[src/rtl/gray_pkg.sv]
// Shared helpers for Gray-coded dual-clock FIFO pointers.
// Conversions work on a fixed maximum width; callers zero-extend in and truncate out.
package gray_pkg;

  localparam int unsigned MODE_RD  = 0;
  localparam int unsigned MODE_WR  = 1;
  localparam int unsigned GrayMaxW = 32;

  function automatic logic [GrayMaxW-1:0] bin2gray(input logic [GrayMaxW-1:0] b);
    return b ^ (b >> 1);
  endfunction

  // Leading zeros above the real width leave the low bits unaffected.
  function automatic logic [GrayMaxW-1:0] gray2bin(input logic [GrayMaxW-1:0] g);
    logic [GrayMaxW-1:0] b;
    b[GrayMaxW-1] = g[GrayMaxW-1];
    for (int i = GrayMaxW - 2; i >= 0; i--) begin
      b[i] = b[i+1] ^ g[i];
    end
    return b;
  endfunction

endpackage

[src/rtl/gray_sync.sv]
// Reset-to-zero flop chain bringing a Gray pointer into the local clock domain.
module gray_sync #(
  parameter int unsigned WIDTH  = 1,
  parameter int unsigned STAGES = 2
) (
  input  logic             clk,
  input  logic             rst,
  input  logic [WIDTH-1:0] d,
  output logic [WIDTH-1:0] q
);

  logic [WIDTH-1:0] stage_q [STAGES];

  always_ff @(posedge clk or negedge rst) begin
    if (!rst) begin
      for (int i = 0; i < int'(STAGES); i++) begin
        stage_q[i] <= '0;
      end
    end else begin
      stage_q[0] <= d;
      for (int i = 1; i < int'(STAGES); i++) begin
        stage_q[i] <= stage_q[i-1];
      end
    end
  end

  assign q = stage_q[STAGES-1];

endmodule

[src/rtl/gray_fifo_ptr.sv]
// One side of a dual-clock FIFO: local binary/Gray pointer, remote pointer
// synchroniser, registered full (write side) or empty (read side) flag and fill level.
module gray_fifo_ptr
  import gray_pkg::*;
#(
  parameter int unsigned ADDR_W      = 4,
  parameter int unsigned SYNC_STAGES = 2,
  parameter int unsigned MODE        = MODE_RD
) (
  input  logic              clk,
  input  logic              rst,
  input  logic              inc,
  input  logic [ADDR_W:0]   remote_gray,
  output logic [ADDR_W-1:0] addr,
  output logic [ADDR_W:0]   gray,
  output logic              flag,
  output logic [ADDR_W:0]   level,
  output logic              err
);

  localparam int unsigned PtrW     = ADDR_W + 1;
  localparam logic        FlagRst  = (MODE == MODE_RD);

  if (SYNC_STAGES < 2 || SYNC_STAGES > 4) begin : g_bad_stages
    $error("gray_fifo_ptr: SYNC_STAGES must be 2..4");
  end
  if (ADDR_W < 2) begin : g_bad_addr
    $error("gray_fifo_ptr: ADDR_W must be at least 2");
  end

  logic [ADDR_W:0] bin_q, bin_d;
  logic [ADDR_W:0] gray_q, gray_d;
  logic [ADDR_W:0] level_q, level_d;
  logic [ADDR_W:0] rsync, rbin, rsync_full;
  logic            flag_q, flag_d;
  logic            err_q;
  logic            adv;

  gray_sync #(
    .WIDTH  (PtrW),
    .STAGES (SYNC_STAGES)
  ) u_sync (
    .clk (clk),
    .rst (rst),
    .d   (remote_gray),
    .q   (rsync)
  );

  always_comb begin
    adv    = inc & ~flag_q;
    bin_d  = bin_q + {{ADDR_W{1'b0}}, adv};
    gray_d = PtrW'(bin2gray(GrayMaxW'(bin_d)));
    rbin   = PtrW'(gray2bin(GrayMaxW'(rsync)));
    // Full when the local pointer is exactly one lap ahead of the remote one.
    rsync_full = {~rsync[ADDR_W -: 2], rsync[ADDR_W-2:0]};
    if (MODE == MODE_WR) begin
      flag_d  = (gray_d == rsync_full);
      level_d = bin_d - rbin;
    end else begin
      flag_d  = (gray_d == rsync);
      level_d = rbin - bin_d;
    end
  end

  always_ff @(posedge clk or negedge rst) begin
    if (!rst) begin
      bin_q   <= '0;
      gray_q  <= '0;
      flag_q  <= FlagRst;
      level_q <= '0;
      err_q   <= 1'b0;
    end else begin
      bin_q   <= bin_d;
      gray_q  <= gray_d;
      flag_q  <= flag_d;
      level_q <= level_d;
      err_q   <= inc & flag_q;
    end
  end

  assign addr  = bin_q[ADDR_W-1:0];
  assign gray  = gray_q;
  assign flag  = flag_q;
  assign level = level_q;
  assign err   = err_q;

endmodule

[config.mk]
export PLATFORM = sky130hd
export DESIGN_NAME = gray_fifo_ptr
export DESIGN_NICKNAME = d
export VERILOG_FILES = /design/src/rtl/gray_pkg.sv /design/src/rtl/gray_sync.sv /design/src/rtl/gray_fifo_ptr.sv
export SDC_FILE = /design/constraint.sdc
export NUM_CORES = 1
export LEC_CHECK = 0
export ABC_AREA = 1
export CAP_MARGIN = 20
export CORE_ASPECT_RATIO = 0.7
export CORE_MARGIN = 2
export CORE_UTILIZATION = 50
export DETAILED_ROUTE_END_ITERATION = 10
export GPL_ROUTABILITY_DRIVEN = 0
export PLACE_DENSITY = 0.82
export SETUP_SLACK_MARGIN = 0.2
export SYNTH_ARGS = -nofsm -noshare
export SYNTH_HDL_FRONTEND = slang
export SYNTH_SLANG_ARGS = --single-unit
[constraint.sdc]
create_clock -name clk -period 4.4 [get_ports clk]
set_input_delay 0.88 -clock clk [delete_from_list [all_inputs] [get_ports clk]]
set_output_delay 0.88 -clock clk [all_outputs]
set_load 0.005 [all_outputs]
==> results of run 1 <==
-- critical path, delay by kind of cell --
kind | cells | cell delay (ns)
buffers and inverters | 4 | 0.67
and+or+nand+nor | 5 | 0.34
AOI/OAI and AO/OA | 1 | 0.23
adders and majority gates | 3 | 1.08
-- cells in the mapped netlist, drive strengths merged --
library cell and n:
xor2 3, dfrtp 25, dfstp 1, xnor3 1
nand4 4, xnor2 1, fa 1, o21ai 1
nand3 13, ha 5, nand2 42, nand3b 1
inv 18, nor2 6, a211oi 1
-- final timing paths --
path,endpoint,slack (ns),depth (start not counted)
hold / removal,u_sync.q[3],0.36,0
max in group asynchronous,flag,3.06,2
setup / recovery,level[4],1.42,13
setup reg to reg,level[4],1.87,11
min in group asynchronous,bin_q[1],0.83,1
hold reg to reg,u_sync.q[3],0.36,0
-- routing by layer --
layer	share of wire, %	vias to the layer above	global-route usage, %
li1	-	444	-
met1	46	416	26.9
met2	47	34	33.1
met3	6.3	2	6.14
met4	0.23	0	2.55
met5	0	-	0
-- final cells by class --
class | count | area, sq um | area share, %
Clock buffer | 4 | 36.3 | 2.40
Multi-Input combinational cell | 79 | 455 | 30.2
Timing Repair Buffer | 24 | 258 | 17.1
Inverter | 18 | 67.6 | 4.48
Sequential cell | 26 | 652 | 43.2
Tap cell | 32 | 40.0 | 2.65
-- sequential cells by signal (all words and copies together), names as in the netlist --
register / count
gray: 4
level: 5
flag: 1
err: 1
bin_q: 5
u_sync.q: 5
u_sync.stage_q: 5
-- per-stage QoR --
step           area [sq um]  power (mW)  cells  hold WS (ns)
5_1_grt                1510        1.15    183         0.376
2_1_floorplan          1170       0.691    123         0.331
3_5_place_dp           1450       0.926    178         0.335
3_3_place_gp           1450       0.892    178         0.331
4_1_cts                1480        1.05    182         0.365
6_report               1510        1.05    183         0.363
-- cell families after synthesis --
kind of cell	count (synthesis)	synth area share, %
compound gates	2	1.06
xor+xnor	5	4.90
fa+ha+maj	6	7.03
buf+inv	18	5.75
flops	26	55.5
simple gates	66	25.8
-- power by group --
group / switching [mW] / internal [mW]
logic: 0.306 / 0.262
clock network: 0.0680 / 0.0507
registers: 0.0452 / 0.318
total: 0.419 / 0.631
==> results.rst, run 1 <==
.. list-table::
   :header-rows: 1

   * - Metric
     - Value
   * - Run status
     - completed
   * - Worst setup skew after layout
     - 0.0105 ns
   * - Setup TNS
     - 0 ns
   * - Max-capacitance violation count
     - 0
   * - Detailed-routing iteration count for the pre-antenna-repair pass
     - 6
   * - Synthesized Nets
     - 137
   * - Area growth from synthesis to final layout
     - 28.4%
   * - Overflow left after global routing
     - 0
   * - Startpoint of the most critical register-to-register path
     - flag
   * - Leakage component of the power
     - 0.772 nW
   * - Maximum number of pins on one net before global-route repair
     - 27
   * - Core Util, Final
     - 68.9%
   * - Clock-pin slew on the worst setup and hold paths
     - 0.14 ns
   * - Total Wirelength
     - 2.22 mm
   * - Top cells by area, synth
     - dfrtp_1 53%, nand2_1 11%, inv_1 5.8%, nand3_1 5.5%, ha_1 5.3%
   * - Via count of the first global-routing pass
     - 894
   * - Slew at the pin closest to its max-slew limit
     - 0.406 ns
   * - Critical Path RT
     - 4.63 ns
   * - Pwr dens
     - 695 nW/um^2
   * - Data arrival time of the critical path
     - 3.21 ns
   * - Clock network latency to the later pin of the worst-skew pair
     - 0.33 ns
   * - Final count of hold timing violations
     - 0
   * - Maximum clock rate
     - 336 MHz
   * - Filler cell count
     - 177
   * - Flip-flop and latch count after synthesis
     - 26
   * - Half-perimeter wire length after placement
     - 1.67 mm
   * - Area of the die
     - 2760 sq um
   * - Cell count after synthesis
     - 123
   * - Die H
     - 44.6 microns
   * - Total of hold buffers inserted after clock tree synthesis
     - 0
   * - Die width
     - 61.9 microns
   * - Crit path launch
     - inc
   * - Slowest cell on crit path
     - fa_1
   * - Post-layout worst setup margin
     - 1.42 ns
   * - Final net count
     - 166
   * - Unrepaired setup endpoints after global routing
     - false
   * - Number of distinct standard cells referenced by the synthesized netlist
     - 17
   * - Pins Over Slew Limit
     - 0
   * - Type of the worst setup path
     - in -> reg
   * - Largest area contributor in the netlist
     - dfrtp_1
   * - Final period utilization
     - 67.6%
   * - Clock sink count
     - 26
   * - Worst-case setup slack after placement
     - 1.11 ns
   * - Remaining antenna violation count
     - 0
   * - Cell with the most instances on the worst path
     - nand2_1
   * - Overall fraction of global-route tracks in use
     - 20.0%
   * - Detailed-route wire length per cell
     - 12.1 microns
   * - Worst slew margin relative to its limit
     - 72.9%
   * - Clock tree root driver cell
     - clkbuf_4
   * - Post-cts resize count
     - 0
   * - Peak ir drop on the vdd network
     - 0.000345 V
   * - Routed vias
     - 896
   * - Number of antenna repair diodes
     - 0
   * - CTS tree
     - done
   * - Starting utilization of the core area
     - 53.7%
   * - Critical-path maximum fanout
     - 5
   * - Cell Chain, Critical Path
     - clkdlybuf4s50_1 > inv_1 > nor2_1 > ha_1 > ha_1 > inv_1 > fa_1 > nand2_1 > inv_1 > o21ai_0 > nand2_1 > nand2_1 > nand2_1
   * - Number of setup violations in the final report
     - 0
   * - Wire length of the first global-routing pass
     - 3.96 mm
   * - Kind of path behind the tightest hold check
     - reg -> reg
   * - Area share of the largest cell type after synthesis
     - 53.2%
   * - Area of the placeable core
     - 2190 sq um
   * - Count of input and output buffers
     - 23
   * - Share of cells above drive strength 1
     - 9.27%
   * - Largest stage delay on the critical path
     - 0.45 ns
   * - Sequential element share of the synthesized area
     - 55.5%
   * - Vias/cell
     - 4.90
   * - Startpoint type of the worst setup path
     - input port
   * - Yosys synthesis warning count
     - 0
   * - Most common library cell in the layout ignoring fill and taps
     - nand2_1
   * - Number of buffers created by CTS
     - 3
   * - CTS H-tree lvls
     - 1
   * - Initial antenna violation count
     - 0
   * - Worst-case clock buffer depth
     - 2
   * - First-iteration detailed-routing DRC count
     - 34
   * - Number of post-CTS setup repair buffers
     - 0
   * - Netlist area before placement
     - 1170 sq um
   * - Hold path startpoint
     - u_sync.stage_q[8]
   * - Drc violations
     - 0
   * - Post-synthesis average cell area
     - 9.55 sq um
   * - FP Rows
     - 14
   * - Min cycle time layout
     - 2.98 ns
   * - Kind of capture point of the worst setup path
     - register
   * - Commonest cells after routing, fill and taps aside
     - 34 x nand2_1, 25 x dfrtp_1, 23 x clkdlybuf4s50_1
   * - Number of ports placed on the die boundary
     - 24
No activity file was read; power rests on OpenSTA's default activity.
==> run 2, diff against run 1 <==
--- a/config.mk
+++ b/config.mk
@@ -9,10 +9,10 @@
 export CAP_MARGIN = 20
 export CORE_ASPECT_RATIO = 0.7
 export CORE_MARGIN = 2
-export CORE_UTILIZATION = 50
+export CORE_UTILIZATION = 49
 export DETAILED_ROUTE_END_ITERATION = 10
 export GPL_ROUTABILITY_DRIVEN = 0
-export PLACE_DENSITY = 0.82
+export PLACE_DENSITY = 0.81
 export SETUP_SLACK_MARGIN = 0.2
 export SYNTH_ARGS = -nofsm -noshare
 export SYNTH_HDL_FRONTEND = slang
==> constraint.sdc (replaced) <==
create_clock -name clk -period 3 [get_ports clk]
set_input_delay 0.6 -clock clk [delete_from_list [all_inputs] [get_ports clk]]
set_output_delay 0.6 -clock clk [all_outputs]
set_load 0.005 [all_outputs]
==> results.rst, run 2 (synthesis results as in run 1) <==
.. list-table::
   :header-rows: 1

   * - Metric
     - Value
   * - Pins Over Slew Limit
     - 0 (unchanged)
   * - Total Wirelength
     - 2.18 mm (was 2.22 mm)
   * - Total of hold buffers inserted after clock tree synthesis
     - 0 (unchanged)
   * - Detailed-route wire length per cell
     - 11.9 microns (was 12.1 microns)
   * - Remaining antenna violation count
     - 0 (unchanged)
   * - Number of buffers created by CTS
     - 3 (unchanged)
   * - Peak ir drop on the vdd network
     - 0.000500 V (was 0.000345 V)
   * - Worst setup skew after layout
     - 0.00329 ns (was 0.0105 ns)
   * - Data arrival time of the critical path
     - 2.79 ns (was 3.21 ns)
   * - Die H
     - 45.0 microns (was 44.6 microns)
   * - Clock-pin slew on the worst setup and hold paths
     - 0.13 ns (was 0.14 ns)
   * - Detailed-routing iteration count for the pre-antenna-repair pass
     - 4 (was 6)
   * - CTS tree
     - done (unchanged)
   * - FP Rows
     - 14 (unchanged)
   * - Post-cts resize count
     - 0 (unchanged)
   * - Area of the placeable core
     - 2210 sq um (was 2190 sq um)
   * - Pwr dens
     - 1060 nW/um^2 (was 695 nW/um^2)
   * - Max-capacitance violation count
     - 0 (unchanged)
   * - Starting utilization of the core area
     - 53.2% (was 53.7%)
   * - Unrepaired setup endpoints after global routing
     - false (unchanged)
   * - First-iteration detailed-routing DRC count
     - 36 (was 34)
   * - Dpl cell area
     - 1450 sq um (about the same)
   * - Worst-case clock buffer depth
     - 2 (unchanged)
   * - CTS H-tree lvls
     - 1 (unchanged)
   * - Critical-path maximum fanout
     - 5 (unchanged)
   * - Final count of hold timing violations
     - 0 (unchanged)
   * - Number of ports placed on the die boundary
     - 24 (unchanged)
   * - Startpoint type of the worst setup path
     - input port (unchanged)
   * - Commonest cells after routing, fill and taps aside
     - 34 x nand2_1, 25 x dfrtp_1, 23 x clkdlybuf4s50_1 (unchanged)
   * - Maximum clock rate
     - 390 MHz
   * - Via count of the first global-routing pass
     - 878 (was 894)
   * - Overall power
     - 1.59 mW (was 1.05 mW)
   * - Maximum number of pins on one net before global-route repair
     - 27 (unchanged)
   * - Critical Path RT
     - 3.23 ns (was 4.63 ns)
   * - Drc violations
     - 0 (unchanged)
   * - Overall fraction of global-route tracks in use
     - 17.6% (was 20.0%)
   * - Count of input and output buffers
     - 23 (unchanged)
   * - Worst hold-check slack
     - 0.363 ns (about the same)
   * - Final period utilization
     - 85.4%
   * - Leakage component of the power
     - 0.772 nW (about the same)
   * - Initial antenna violation count
     - 0 (unchanged)
   * - Kind of path behind the tightest hold check
     - reg -> reg (unchanged)
   * - Die width
     - 62.5 microns (was 61.9 microns)
   * - Worst slew margin relative to its limit
     - 79.5% (was 72.9%)
   * - Area growth from synthesis to final layout
     - 28.1% (was 28.4%)
   * - Kind of capture point of the worst setup path
     - register (unchanged)
   * - Final net count
     - 166 (unchanged)
   * - Most common library cell in the layout ignoring fill and taps
     - nand2_1 (unchanged)
   * - Final instance area
     - 1510 sq um (about the same)
   * - Number of setup violations in the final report
     - 0 (unchanged)
   * - Area of the die
     - 2810 sq um (was 2760 sq um)
   * - Half-perimeter wire length after placement
     - 1.71 mm (was 1.67 mm)
   * - Number of post-CTS setup repair buffers
     - 0 (unchanged)
   * - Core Util, Final
     - 68.2% (was 68.9%)
   * - Number of antenna repair diodes
     - 0 (unchanged)
   * - Setup TNS
     - 0 ns (unchanged)
   * - Clock network latency to the later pin of the worst-skew pair
     - 0.32 ns (was 0.33 ns)
   * - Share of cells above drive strength 1
     - 9.27% (unchanged)
   * - Slew at the pin closest to its max-slew limit
     - 0.306 ns (was 0.406 ns)
   * - Vias/cell
     - 5.05 (was 4.90)
   * - Overflow left after global routing
     - 0 (unchanged)
   * - Clock tree root driver cell
     - clkbuf_4 (unchanged)
   * - Wire length of the first global-routing pass
     - 3.73 mm (was 3.96 mm)
   * - Min cycle time layout
     - 2.56 ns
   * - Clock sink count
     - 26 (unchanged)
   * - Type of the worst setup path
     - in -> reg (unchanged)
   * - Routed vias
     - 924 (was 896)
   * - Run status
     - completed (unchanged)
==> run 2: cell count changes in the layout (fill, tap and decap cells not counted), sizes merged <==
cell    delta
bufinv     +1
clkbuf     -1
==> run 2: layer usage <==
metal	wire (microns)	GRT usage, %	part of all wire [%]	vias to the layer above
li1	-	-	-	444
met1	984	22.7	45	432
met5	0	0	0	-
met3	173	4.99	8.0	5
met2	1000	30.1	46	43
met4	16	5.33	0.74	0
==> run 2: worst paths after layout <==
path | start | to | slack (ns) | cells after the start
min in group asynchronous | rst | gray[1] | 0.62 | 2
worst max register to register | flag | level[4] | 0.60 | 11
worst min register to register | u_sync.stage_q[6] | u_sync.q[1] | 0.36 | 0
worst min-delay path | u_sync.stage_q[6] | u_sync.q[1] | 0.36 | 0
max in group asynchronous | rst | flag | 2.09 | 2
worst max-delay path | inc | level[4] | 0.44 | 13
==> run 2: report_power, final <==
| part | switching (mW) | internal [mW] |
|---|---|---|
| combinational | 0.440 | 0.381 |
| clock | 0.101 | 0.135 |
| sequential | 0.0689 | 0.467 |
| total | 0.610 | 0.983 |
==> run 2: cell type report <==
class | count | area, sq um
Sequential cell | 26 | 652
Multi-Input combinational cell | 79 | 455
Clock inverter | 1 | 30.0
Tap cell | 32 | 40.0
Fill cell | 188 | 702
Clock buffer | 3 | 22.5
Timing Repair Buffer | 24 | 238
Inverter | 18 | 67.6
==> run 2: worst max-delay path, stage by stage <==
cell and delay (ns):
clkdlybuf4s50_1 0.41, inv_1 0.06, nor2_1 0.04, ha_1 0.22, ha_1 0.39, inv_1 0.15
fa_1 0.44, nand2_1 0.10, inv_1 0.06, o21ai_1 0.16, nand2_1 0.07, nand2_1 0.06
nand2_1 0.05
==> run 2: metrics by stage <==
step | setup slack [ns] | instances
final | 0.437 | 183
after global placement | 0.122 | 179
after global routing | 0.231 | 183
after detailed placement | 0.0598 | 179
after floorplan | 0.723 | 123
after CTS | 0.420 | 183
